$ cat src/rtl/time_update_datapath.sv
// Six-digit BCD HH:MM:SS datapath stepped one digit per pass by the time-update controller.
// Registered outputs; set-port writes yield to controller write-back (requester retries).
module time_update_datapath (
  input  logic       clk,
  input  logic       reset,
  input  logic       tick,
  input  logic       Kc,
  input  logic       La,
  input  logic       Er,
  input  logic       Lb,
  input  logic [1:0] s,
  input  logic       Lr,
  input  logic       Ea,
  input  logic       set_we,
  input  logic [2:0] set_idx,
  input  logic [3:0] set_val,
  output logic       u,
  output logic       set_ack,
  output logic       set_err,
  output logic       day_carry,
  output logic [7:0] hh,
  output logic [7:0] mm,
  output logic [7:0] ss
);

  logic [3:0] dig [6];
  logic [2:0] k;
  logic [3:0] a, b, y;
  logic       w, c, pend;
  logic [3:0] dig_k;
  logic       set_valid, set_ok, set_rej;

  // H0 may only reach 3 once the tens-of-hours digit is 2
  function automatic logic [3:0] limit(input logic [2:0] idx, input logic [3:0] h1);
    case (idx)
      3'd0, 3'd2: limit = 4'd9;
      3'd1, 3'd3: limit = 4'd5;
      3'd4:       limit = (h1 == 4'd2) ? 4'd3 : 4'd9;
      3'd5:       limit = 4'd2;
      default:    limit = 4'd0;
    endcase
  endfunction

  always_comb begin
    dig_k = '0;
    for (int i = 0; i < 6; i++) begin
      if (k == i[2:0]) dig_k = dig[i];
    end
  end

  assign set_valid = (set_idx <= 3'd5) && (set_val <= limit(set_idx, dig[5]));
  assign set_ok    = set_we && !Lr && set_valid;
  assign set_rej   = set_we && !Lr && !set_valid;

  always_ff @(posedge clk or posedge reset) begin
    if (reset) begin
      k         <= '0;
      a         <= '0;
      b         <= '0;
      y         <= '0;
      w         <= 1'b0;
      c         <= 1'b0;
      u         <= 1'b0;
      pend      <= 1'b0;
      day_carry <= 1'b0;
      set_ack   <= 1'b0;
      set_err   <= 1'b0;
      for (int i = 0; i < 6; i++) dig[i] <= '0;
    end else begin
      // Kc starts a pass and consumes the latched tick; extra ticks merge
      if (Kc) begin
        pend <= 1'b0;
        c    <= pend | tick;
        k    <= '0;
        u    <= 1'b0;
      end else begin
        if (tick) pend <= 1'b1;
        if (Ea) begin
          c <= w;
          u <= w && (k != 3'd5);
          k <= (k == 3'd5) ? 3'd0 : k + 3'd1;
        end
      end

      if (La) a <= dig_k;
      if (Lb) b <= limit(k, dig[5]);

      if (Er)              w <= 1'b0;
      else if (s == 2'b01) w <= c && (a == b);

      case (s)
        2'b00:   y <= a;
        2'b01:   y <= c ? ((a == b) ? 4'd0 : a + 4'd1) : a;
        2'b10:   y <= 4'd0;
        default: y <= y;
      endcase

      day_carry <= Lr && (k == 3'd5) && w;
      set_ack   <= set_ok;
      set_err   <= set_rej;

      for (int i = 0; i < 6; i++) begin
        if (Lr && k == i[2:0])                 dig[i] <= y;
        else if (set_ok && set_idx == i[2:0])  dig[i] <= set_val;
      end
    end
  end

  assign hh = {dig[5], dig[4]};
  assign mm = {dig[3], dig[2]};
  assign ss = {dig[1], dig[0]};

endmodule

$ cat config.mk
export PLATFORM = sky130hd
export DESIGN_NAME = time_update_datapath
export DESIGN_NICKNAME = d
export VERILOG_FILES = /design/src/rtl/time_update_datapath.sv
export SDC_FILE = /design/constraint.sdc
export NUM_CORES = 1
export LEC_CHECK = 0
export ABC_AREA = 1
export CORE_ASPECT_RATIO = 1.25
export CORE_UTILIZATION = 55
export DETAILED_ROUTE_END_ITERATION = 10
export PLACE_DENSITY_LB_ADDON = 0.15
export SLEW_MARGIN = 20
export SYNTH_ARGS = -nofsm -noshare
export SYNTH_HDL_FRONTEND = slang
export SYNTH_SLANG_ARGS = --single-unit
export TNS_END_PERCENT = 30
$ cat constraint.sdc
create_clock -name clk -period 4 [get_ports clk]
set_clock_uncertainty 0.15 [all_clocks]
set_input_delay 0.6 -clock clk [delete_from_list [all_inputs] [get_ports clk]]
set_output_delay 0.6 -clock clk [all_outputs]
set_load 0.01 [all_outputs]
==> metrics.yaml <==
run_status:
  status: "completed"
cells_and_area:
  antenna_cells: 0
  drive_above_1_share: 0.0583
  final_core_util: 0.707
  syn2layout_area_growth_pct: 21.7
  nNetsFinal: 472
  most-common-layout-cells: "nand2_1 (142), dfrtp_1 (46), clkdlybuf4s50_1 (46), inv_1 (39), nand3_1 (32)"
  mostFrequentLayoutCell: "nand2_1"
worst_setup_path:
  rrSetupSlack_ns: 1.50
  end_kind: "flip-flop"
  crit_arrival_ns: 3.05
  required_ns: 4.08
  crit_chain: "clkdlybuf4s50_1, inv_1, nor3_1, a21oi_1, ha_1, nand2_1, nand2_1, nand2_1, nand2_1, nand2_1, nand4_1, nand2_1, nand2_1, nand2_1"
  max_stage_delay_ns: 0.59
  crit_fanout: 8
  startpoint_type: "input pin"
  cpMostUsedCell: "nand2_1"
  critPathKind: "in -> reg"
  r2r-end: "mm[1]$_DFFE_PP0P_"
  worstRegToRegCells: 14
  cp_slowest_cell: "clkdlybuf4s50_1"
  reg2reg_from: "hh[6]$_DFFE_PP0P_"
global_route:
  grt_max_degree: 47
  grt_pass1_wl_um: 11500
  track_usage: 0.289
  grt_overflow: 0
  antenna_found_initial: 0
  grt_pass1_vias: 2521
clock_tree:
  clock-sinks: 46
  clock_path_buffers: 2
  cts_tree: "done"
  cts_resized: 0
  root_buffer: "clkbuf_8"
  cts-htree-levels: 2
  cts_setup_buffers: 0
  clk_pin_slew_ns: 0.08
  numCtsBuffers: 5
  clk-insertion-delay-late_ns: 0.30
  cts_hold_buf: 0
timing:
  fin_crit_sh: 0.741
  period_needed_ns: 2.97
  report.final.slew_viol_count: 0
  finalHoldViolCount: 0
  fmax_mhz: 337
  tns_ns: 0
  setup_ws_ns: 1.03
  grt_setup_unrepaired: "no"
  setup_viol: 0
  worst_pin_slew_ns: 0.556
  slew-limit-headroom: 0.629
min_path:
  whs_path_depth: 2
  holdPathEnd: "pend$_DFFE_PP0P_"
  hold_path.class: "reg -> reg"
  hold_start: "pend$_DFFE_PP0P_"
yosys:
  synth_area_um2: 2790
  synth_nets: 423
  synthCells: 396
  syn_avg_cell_area_um2: 7.05
  synthDistinctLibCells: 30
  synth_warnings: 0
  ys_seq_area_frac: 0.413
  synth_seq_cells: 46
drt:
  firstDrtPassIters: 4
  dr.first_iter.drc_count: 143
  antenna_left: 0
  wl_um: 7270
  drc: 0
  wl_per_cell_um: 14.4
  viasPerCell: 5.53
  vias: 2800
power:
  p_total_w: 0.00145
  power_frac_comb: 0.333
  ir_worst_vdd_v: 0.000352
  switching_power_w: 0.000509
  p_int_w: 0.000939
  leakage_nw: 1.73
  pwr-share-seq: 0.467
  power.share.clock: 0.200
  p_per_area_nw_per_um2: 427
  p_sw_frac: 0.351
run:
  cap_violations: 0
placed_design:
  numPortBuffers: 46
  dpl.hpwl_um: 5570
  place_ws_ns: 0.775
  place.gp.congestion: 0.920
floorplan:
  die_h_um: 81.6
  die_x_um: 65.7
  io_pins: 47
  start_util: 0.581
  dieArea_um2: 5360
  placementRows: 28
  core_region_area_um2: 4800
## critical path: cells and delay by family
kind	cells	cell delay, ns
and+or+nand+nor	10	1.36
adders and majority gates	1	0.31
buffers and inverters	2	0.70
AOI/OAI and AO/OA	1	0.10
## power by group through the flow
stage          combinational (W)  clock, W  sequential [W]
6_report                0.000482  0.000290        0.000677
5_1_grt                 0.000531  0.000312        0.000686
4_1_cts                 0.000482  0.000294        0.000673
3_3_place_gp            0.000468         0        0.000679
3_5_place_dp            0.000478         0        0.000680
2_1_floorplan           0.000214         0        0.000682
## metrics by stage
step                      hold WS (ns)  instance area (um2)  cells
after detailed placement         0.313                 3300    498
final                            0.328                 3390    506
after CTS                        0.332                 3390    506
after floorplan                  0.297                 2790    396
after global placement           0.311                 3300    498
after global routing             0.369                 3390    506
## cells in the mapped netlist
cell,count,area (um2)
inv_2,6,22.5
nor3_4,1,16.3
nor3_1,6,30.0
nor3b_1,1,7.51
a21oi_1,15,75.1
nand2_1,142,533
clkbuf_1,1,3.75
buf_2,3,15.0
ha_1,8,100
nand3_1,32,160
o21ai_0,23,115
xor2_1,4,35.0
nor2_1,27,101
and3_1,1,6.26
nand4_1,12,75.1
nand2_2,3,18.8
a31oi_1,2,12.5
dfrtp_1,46,1150
or2_2,1,6.26
o21ai_1,8,40.0
o22ai_1,1,6.26
nor2_4,4,45.0
o31ai_1,1,7.51
o211ai_1,1,7.51
buf_6,1,11.3
inv_1,40,150
clkinv_1,1,3.75
a21boi_0,1,7.51
a22oi_1,1,7.51
nor2_2,3,18.8
## cells by family after synthesis
group	Yosys count	synth area share
AND/OR/NAND/NOR	233	0.365
adder cells (fa/ha/maj)	8	0.0359
XOR/XNOR	4	0.0126
buffers and inverters	52	0.0740
AO/OA/AOI/OAI	53	0.100
flip-flops	46	0.413
## worst max-delay path by stage
stage / from / end / cells after the start
after CTS: set_idx[2] / ss[1]$_DFFE_PP0P_ / 14
after global routing: set_idx[2] / mm[3]$_DFFE_PP0P_ / 14
after floorplan: set_idx[0] / mm[4]$_DFFE_PP0P_ / 14
after global placement: set_idx[2] / mm[1]$_DFFE_PP0P_ / 14
after detailed placement: set_idx[2] / mm[3]$_DFFE_PP0P_ / 14
final: set_idx[2] / mm[1]$_DFFE_PP0P_ / 14
## flip-flops by register name, summed over array words and instances, names as in the netlist, 3 cells and up
signal and flops:
y 4, hh 8, a 4, k 3
ss 8, b 4, mm 8
## layout make-up
class	count	area, um2
clock inverter	1	5.00
multi-input combinational	298	1430
timing repair buffer	47	468
tap	60	75.1
fill	421	1410
clock buffer	7	86.3
sequential	46	1150
inverter	47	176
## metal layers
metal  routed length [um]  part of all wire  track usage  up-vias
met4                  183             0.025        0.130        0
met3                  375             0.052       0.0472       17
met5                    0                 0            0        -
li1                     -                 -            -     1380
met1                 2960              0.41        0.341     1309
met2                 3750              0.52        0.510       94
Power figures use the tool's default switching activity.
